--- src/rtl/pipe_pkg.sv ---
// -----------------------------------------------------------------------------
// pipe_pkg
// Shared definitions for the pipeline stage register family.
//   skid_state_t   : occupancy state of a skid stage
//                    S_EMPTY - nothing held
//                    S_FULL  - main register holds valid data
//                    S_SKID  - main and skid registers both hold valid data
//   PIPE_DEF_WIDTH : default payload width of a stage
// -----------------------------------------------------------------------------
package pipe_pkg;

    localparam int PIPE_DEF_WIDTH = 32;

    typedef enum logic [1:0] {
        S_EMPTY = 2'd0,
        S_FULL  = 2'd1,
        S_SKID  = 2'd2
    } skid_state_t;

endpackage

--- src/rtl/pipe_skid_reg_sat_counter.sv ---
// -----------------------------------------------------------------------------
// sat_counter
// Free-running up counter that stops at its all-ones value instead of
// wrapping. Only an asynchronous reset clears it.
// Ports:
//   clk   in  1  clock
//   rst   in  1  asynchronous active-high reset, clears count
//   inc   in  1  advance the count by one this cycle
//   count out W  current count, saturates at 2^W-1
// -----------------------------------------------------------------------------
module sat_counter #(
    parameter int W = 16
) (
    input  logic         clk,
    input  logic         rst,
    input  logic         inc,
    output logic [W-1:0] count
);

    logic [W-1:0] r_count;
    logic         w_at_max;

    assign w_at_max = (r_count == {W{1'b1}});

    always_ff @(posedge clk or posedge rst) begin
        if (rst) begin
            r_count <= '0;
        end else if (inc && !w_at_max) begin
            r_count <= r_count + 1'b1;
        end
    end

    assign count = r_count;

endmodule

--- src/rtl/pipe_skid_reg.sv ---
// -----------------------------------------------------------------------------
// pipe_skid_reg
// Parametrised pipeline stage register with valid/ready handshake, synchronous
// flush and a one-entry skid buffer. in_ready is derived from registered state
// (plus flush/rst) only, so there is no combinational path from out_ready to
// in_ready, yet one transfer per cycle is sustained while out_ready=1.
//
// Optional feature, macro PIPE_STALL_CNT_EN:
//   defined   -> stall_cnt counts cycles with out_valid=1 & out_ready=0,
//                saturating at 2^CNT_W-1, cleared only by rst.
//   undefined -> stall_cnt is tied to 0 and no counter is built.
//
// Parameters:
//   WIDTH     payload width
//   RESET_VAL value loaded into main/skid registers on reset and flush
//   CNT_W     stall counter width
// Ports:
//   clk       in   1      clock
//   rst       in   1      asynchronous active-high reset
//   flush     in   1      synchronous flush, drops held and incoming data
//   in_valid  in   1      upstream has data
//   in_data   in   WIDTH  upstream payload
//   in_ready  out  1      stage accepts data this cycle
//   out_valid out  1      stage holds valid data
//   out_data  out  WIDTH  payload presented downstream (main register)
//   out_ready in   1      downstream accepts data this cycle
//   stall_cnt out  CNT_W  backpressure cycle count
// -----------------------------------------------------------------------------
module pipe_skid_reg
    import pipe_pkg::*;
#(
    parameter int               WIDTH     = PIPE_DEF_WIDTH,
    parameter logic [WIDTH-1:0] RESET_VAL = '0,
    parameter int               CNT_W     = 16
) (
    input  logic             clk,
    input  logic             rst,
    input  logic             flush,
    input  logic             in_valid,
    input  logic [WIDTH-1:0] in_data,
    output logic             in_ready,
    output logic             out_valid,
    output logic [WIDTH-1:0] out_data,
    input  logic             out_ready,
    output logic [CNT_W-1:0] stall_cnt
);

    skid_state_t      r_state;
    logic [WIDTH-1:0] r_main;
    logic [WIDTH-1:0] r_skid;

    skid_state_t      w_state_nxt;
    logic [WIDTH-1:0] w_main_nxt;
    logic [WIDTH-1:0] w_skid_nxt;
    logic             w_in_ready;
    logic             w_out_valid;
    logic             w_in_fire;
    logic             w_out_fire;

    // Ready depends only on occupancy: the skid slot must be free so that a
    // beat accepted now always has somewhere to land even if the downstream
    // stalls in the same cycle.
    assign w_in_ready  = (r_state != S_SKID) && !flush && !rst;
    assign w_out_valid = (r_state != S_EMPTY);
    assign w_in_fire   = in_valid && w_in_ready;
    assign w_out_fire  = w_out_valid && out_ready;

    always_comb begin
        w_state_nxt = r_state;
        w_main_nxt  = r_main;
        w_skid_nxt  = r_skid;
        if (flush) begin
            // Any out_fire this cycle still completes downstream; everything
            // held or arriving is dropped.
            w_state_nxt = S_EMPTY;
            w_main_nxt  = RESET_VAL;
            w_skid_nxt  = RESET_VAL;
        end else begin
            case (r_state)
                S_EMPTY: begin
                    if (w_in_fire) begin
                        w_state_nxt = S_FULL;
                        w_main_nxt  = in_data;
                    end
                end
                S_FULL: begin
                    if (w_in_fire && w_out_fire) begin
                        w_main_nxt = in_data;
                    end else if (w_in_fire) begin
                        // Downstream stalled: park the new beat behind main.
                        w_state_nxt = S_SKID;
                        w_skid_nxt  = in_data;
                    end else if (w_out_fire) begin
                        w_state_nxt = S_EMPTY;
                    end
                end
                S_SKID: begin
                    // Skid drains into main so ordering is preserved.
                    if (w_out_fire) begin
                        w_state_nxt = S_FULL;
                        w_main_nxt  = r_skid;
                    end
                end
                default: begin
                    w_state_nxt = S_EMPTY;
                end
            endcase
        end
    end

    always_ff @(posedge clk or posedge rst) begin
        if (rst) begin
            r_state <= S_EMPTY;
            r_main  <= RESET_VAL;
            r_skid  <= RESET_VAL;
        end else begin
            r_state <= w_state_nxt;
            r_main  <= w_main_nxt;
            r_skid  <= w_skid_nxt;
        end
    end

    assign in_ready  = w_in_ready;
    assign out_valid = w_out_valid;
    assign out_data  = r_main;

`ifdef PIPE_STALL_CNT_EN
    logic w_stall_inc;

    assign w_stall_inc = w_out_valid && !out_ready;

    sat_counter #(
        .W (CNT_W)
    ) u_stall_cnt (
        .clk   (clk),
        .rst   (rst),
        .inc   (w_stall_inc),
        .count (stall_cnt)
    );
`else
    assign stall_cnt = '0;
`endif

endmodule

--- config.mk ---
export PLATFORM = sky130hd
export DESIGN_NAME = pipe_skid_reg
export DESIGN_NICKNAME = d
export VERILOG_FILES = /design/src/rtl/pipe_pkg.sv /design/src/rtl/pipe_skid_reg_sat_counter.sv /design/src/rtl/pipe_skid_reg.sv
export SDC_FILE = /design/constraint.sdc
export NUM_CORES = 1
export LEC_CHECK = 0
export ABC_AREA = 1
export CELL_PAD_IN_SITES_DETAIL_PLACEMENT = 1
export CELL_PAD_IN_SITES_GLOBAL_PLACEMENT = 1
export CORE_MARGIN = 1.5
export CORE_UTILIZATION = 30
export CTS_CLUSTER_SIZE = 16
export DETAILED_ROUTE_END_ITERATION = 8
export MAX_ROUTING_LAYER = met4
export PLACE_DENSITY = 0.74
export SLEW_MARGIN = 30
export SYNTH_ARGS = -nofsm -noshare
export SYNTH_HDL_FRONTEND = slang
export SYNTH_SLANG_ARGS = --single-unit
--- constraint.sdc ---
create_clock -name clk -period 1.65 [get_ports clk]
set_input_delay 0.165 -clock clk [delete_from_list [all_inputs] [get_ports clk]]
set_output_delay 0.165 -clock clk [all_outputs]
set_load 0.01 [all_outputs]
## Word-level counts from Yosys, hierarchy flattened

Cells that the tools add are included.

- Bits in registers: 66
- Input bits: 37
- Word-level logic and storage cells: 42

- Equal/unequal tests: 9
- Multiplexer cells: 15
- Reductions and logical operators: 15

Operators with widths:

| cell | count |
|---|---|
| 32-bit two-way mux | 7 |
| 32-bit case mux with 3 select lines | 1 |
| 2-bit two-way mux | 6 |
| 3-bit != test, second input constant | 4 |
| 4-bit AND reduction | 2 |
| 2-bit case mux with 3 select lines | 1 |
| 2-bit nonzero test | 3 |
| 1-bit logical AND | 5 |
| 2-bit != test, second input constant | 2 |
| 4-bit != test, second input constant | 1 |
| 4-bit nonzero test | 1 |
| 3-bit AND reduction | 1 |
| 2-bit by 1-bit == test with 1-bit output, second input constant | 1 |
| 2-bit == test, second input constant | 1 |
| 1-bit logical NOT | 2 |
| 2-bit logical NOT | 1 |

## Longest topological paths before layout

- Depth in word-level cells: 8
- Gate-level depth with buffers: 10
- Depth with buffers taken out: 9

## Worst setup path before layout

OpenSTA, ideal clock, no wires.

- Path kind: register to register
- Start point: register r_state[1]
- End point: register r_main[0], in the netlist out_data[0]
- Setup time: 0.117 ns
- Data arrival time: 1.123 ns
- Required time: 1.533 ns
- Path slack: 0.410 ns
- Stages on the path, launching flop included: 10
- Clock period less this slack: 1.240 ns
- Cell sequence: dfrtp_1 -> nand2_4 -> nand2_2 -> nor2_2 -> nand3_2 -> nand2_4 -> nand2_4 -> buf_6 -> nand2_1 -> nand2_1

- Cells in the longest elaborated chain, start to end: 7
- Elaborated cells between the ends (all ways): 17
- Classes of those cells: eq/ne: 6; mux: 2; reduce/logical: 9

Ends and longest elaborated chain:

| item | line | text |
|---|---|---|
| start, declared | pipe_skid_reg.sv:48 | `skid_state_t r_state;` |
| start signal, assigned | pipe_skid_reg.sv:117 | `r_state <= w_state_nxt;` |
| 2-bit != test | pipe_skid_reg.sv:63 | `assign w_in_ready = (r_state != S_SKID) && !flush && !rst;` |
| 1-bit logical AND (2 in a row) | pipe_skid_reg.sv:63 |  |
| 1-bit logical AND | pipe_skid_reg.sv:65 | `assign w_in_fire = in_valid && w_in_ready;` |
| 1-bit logical AND | pipe_skid_reg.sv:87 | `if (w_in_fire && w_out_fire) begin` |
| 3-bit != test (no source line) | n/a |  |
| 4-bit AND reduction (no source line) | n/a |  |
| end signal, assigned | pipe_skid_reg.sv:118 | `r_main <= w_main_nxt;` |
| end, declared | pipe_skid_reg.sv:49 | `logic [WIDTH-1:0] r_main;` |

Parallel ways exist; a longest one is shown, timed or not.
A chain may end at the register's enable or synchronous reset.

## Worst setup path after layout

- Start point: register r_state[0]
- End point: output in_ready

- Cells in the longest elaborated chain, start to end: 3

Ends and longest elaborated chain:

| item | line | text |
|---|---|---|
| 2-bit != test | pipe_skid_reg.sv:63 |  |
| 1-bit logical AND (2 in a row) | pipe_skid_reg.sv:63 |  |
| end, declared | pipe_skid_reg.sv:41 | `output logic in_ready,` |

Every way passes these cells.

==> parameters.txt <==
Parameter                              Value

Die
  FP Rows ... 37
  Effective utilization at floorplan ... about 31%
  Floorplan die area ... 0.0112 mm²
  Die width ... 106 µm
  Number of top-level design ports ... 87
  Die extent in y ... 106 µm
  Area of the core ... 0.0103 mm²

Clocking
  Clock buffer count from CTS ... 9
  CTS Sinks ... 66
  Clk buf depth ... 2
  Post-CTS setup-driven buffer insertion count ... 0
  Clk root buf ... sky130_fd_sc_hd__clkbuf_8
  Clock edge transition at the registers on the reported setup and hold paths ... 0.07 ns
  CTS tree ... yes
  Clock insertion delay at the later pin of the skew report ... approximately 0.34 ns
  H-tree Lvls ... 3

Global route
  Maximum number of pins on one net before global-route repair ... 39
  Global-route total usage across every layer ... 17.3%
  Number of global-route vias before repair ... 3087
  First-pass GRT wire length ... 14900 µm
  Initial antenna violation count ... 0
  Sum of overflow across all layers after global routing ... 0

Synthesis
  Synth Warn # ... 0
  Post-Syn Area ... 0.00318 mm²
  Count of cell types in the netlist ... 19
  Register bit count reported by yosys ... 66
  Yosys top cell area share ... between 50% and 60%
  Count of mapped cells out of synthesis ... 397
  Sequential-to-total area share from yosys stat ... 51.9%
  Top cell type by total area after synthesis ... sky130_fd_sc_hd__dfrtp_1
  Top cells by area, synth ... sky130_fd_sc_hd__dfrtp_1, sky130_fd_sc_hd__nand2_1, sky130_fd_sc_hd__nand3_1
  Post-synthesis average cell area ... 8.01 µm²

Setup path
  Setup crit start kind ... register
  R2R Path End ... out_data[4]$_DFFE_PP0P_
  Crit path max fanout ... 5
  Depth of the worst register-to-register path ... 9
  Worst path arrival time ... between 1 and 1.5 ns
  Slack of the worst reg-to-reg path ... 0.18 ns
  Critical path class ... register to primary output
  Crit. End Element ... primary output
  Required time of the critical path ... 1.48 ns
  Worst r2r src ... r_state[0]$_DFFE_PP0P_

Placement
  Global placement routability congestion ... 0.755
  Number of buffer cells added on primary ports ... 70
  Estimated wirelength of the detail-placed design ... 6210 µm
  Standard cell area after detailed placement ... ~0.004 mm²

Power
  Static Leakage ... 0.00212 µW
  Power per unit of standard cell area ... 1070 mW/mm²
  Maximum vdd ir drop ... 455 µV
  Total power draw ... about 4600 µW

Finish
  Commonest non-fill, non-tap cells in the layout ... sky130_fd_sc_hd__nand2_1, sky130_fd_sc_hd__clkdlybuf4s50_1, sky130_fd_sc_hd__dfrtp_1
  Post-route cell area ... between 0.004 and 0.005 mm²
  Total number of nets in the final design ... 508
  Utilization of the core after routing ... between 40% and 50%
  Layout Area Growth over Synthesis ... 34.7%
  Most common library cell in the layout ignoring fill and taps ... sky130_fd_sc_hd__nand2_1
  Fraction of layout instances using a drive strength above 1 ... 10.5%
  Antenna fix cells ... 0

Detailed routing
  Total met2 wirelength after detailed routing ... 4540 µm
  Average wire length per cell after detail routing ... 14.6 µm
  Wire length after detailed routing ... 8920 µm
  Total via count in the routed design ... ~2800
  Top layer reached by signal wires ... met4
  Final ANT Viol Nets ... 0
  Starting DRC count in detailed routing ... 96
  Met3 Wirelength ... 256 µm
  # DRC ... 0
  Met1 WL ... 4040 µm
  Vias per inst ... 4.64
  Pre-antenna DRT Iters ... 4

Timing
  Hold violation total from the final report ... 0
  Final Critical Period ... 1.51 ns
  Share of the clock period used by the worst path after layout ... 91.4%
  Final sum of negative setup slack ... 0 ns
  Achievable frequency ... 663 MHz
  Setup repair after global routing missed its margin ... false
  Number of endpoints failing setup at the final stage ... 0
  Slew Limit Fails ... 0
  Clock Skew ... 0.00955 ns

Job
  Maximum Capacitance Violations ... 0

Worst hold path
  Path category of the worst min-delay check ... input port to async pin

Outcome
  Status ... completed
## area by class of cell
class	count	area (µm²)
fillers	1249	6040
clock buffers	10	138
well taps	136	170
clock inverters	6	90.1
inverters	10	41.3
repair buffers	89	895
flip-flops and latches	66	1650
multi-input cells	295	1300
## power by group
part	switching (µW)	total [µW]	leakage [µW]	internal (µW)
registers	149	2000	0.000858	1850
clock network	651	1550	0.000112	895
logic	549	1060	0.00115	507
total	1350	4600	0.00212	3250
## per-stage QoR
step / cells / setup WS (ns) / hold WS, ns
finish: 612 / 0.142 / 0.370
global placement: 596 / -0.0615 / 0.459
detailed placement: 596 / -0.122 / 0.463
global route: 612 / 0.0169 / 0.403
floorplan: 412 / 0.410 / 0.309
CTS: 612 / 0.0110 / 0.375
## sequential cells by signal (all words and copies together) (netlist names)
name / flops
out_data: 32
r_skid: 32
r_state: 2
## timing repair
action	4_1_cts	5_1_grt
hold buffers	0	0
resized for setup	3	3
endpoints found under the setup margin	2	33
hold endpoints to repair	0	0
## critical path, stage by stage, from the launching register on
cell and delay, ns:
sky130_fd_sc_hd__dfrtp_1 0.43, sky130_fd_sc_hd__inv_2 0.11, sky130_fd_sc_hd__nand2_4 0.08, sky130_fd_sc_hd__nand2_2 0.08, sky130_fd_sc_hd__inv_1 0.04, sky130_fd_sc_hd__dlygate4sd2_1 0.27
## routing by layer
metal | GRT usage [%] | up-vias
li1 | - | 1388
met1 | 20.5 | 1394
met2 | 30.5 | 49
met3 | 2.88 | 8
met4 | 4.34 | 0
met5 | - | -
## synth_stat cells, drive strengths merged
master / instances
nor2: 37
o21ai: 34
nand3: 37
conb: 1
a21oi: 32
o21a: 1
inv: 10
buf: 37
clkbuf: 4
nand2: 138
dfrtp: 66
## cells by family after synthesis
group | synth area share [%]
compound gates | 10.6
buf+inv | 9.56
flops | 51.9
other cells | 0.118
simple gates | 27.8
## how the worst max path moves through the flow
stage	depth (start not counted)	start	end
4_1_cts	3	r_state[1]$_DFFE_PP0P_	out_valid
3_3_place_gp	9	flush	out_data[9]$_DFFE_PP0P_
3_5_place_dp	9	flush	out_data[31]$_DFFE_PP0P_
6_report	5	r_state[0]$_DFFE_PP0P_	in_ready
5_1_grt	9	r_state[0]$_DFFE_PP0P_	out_data[7]$_DFFE_PP0P_
2_1_floorplan	9	r_state[1]$_DFFE_PP0P_	out_data[0]$_DFFE_PP0P_
No activity file was read; power rests on OpenSTA's default activity.
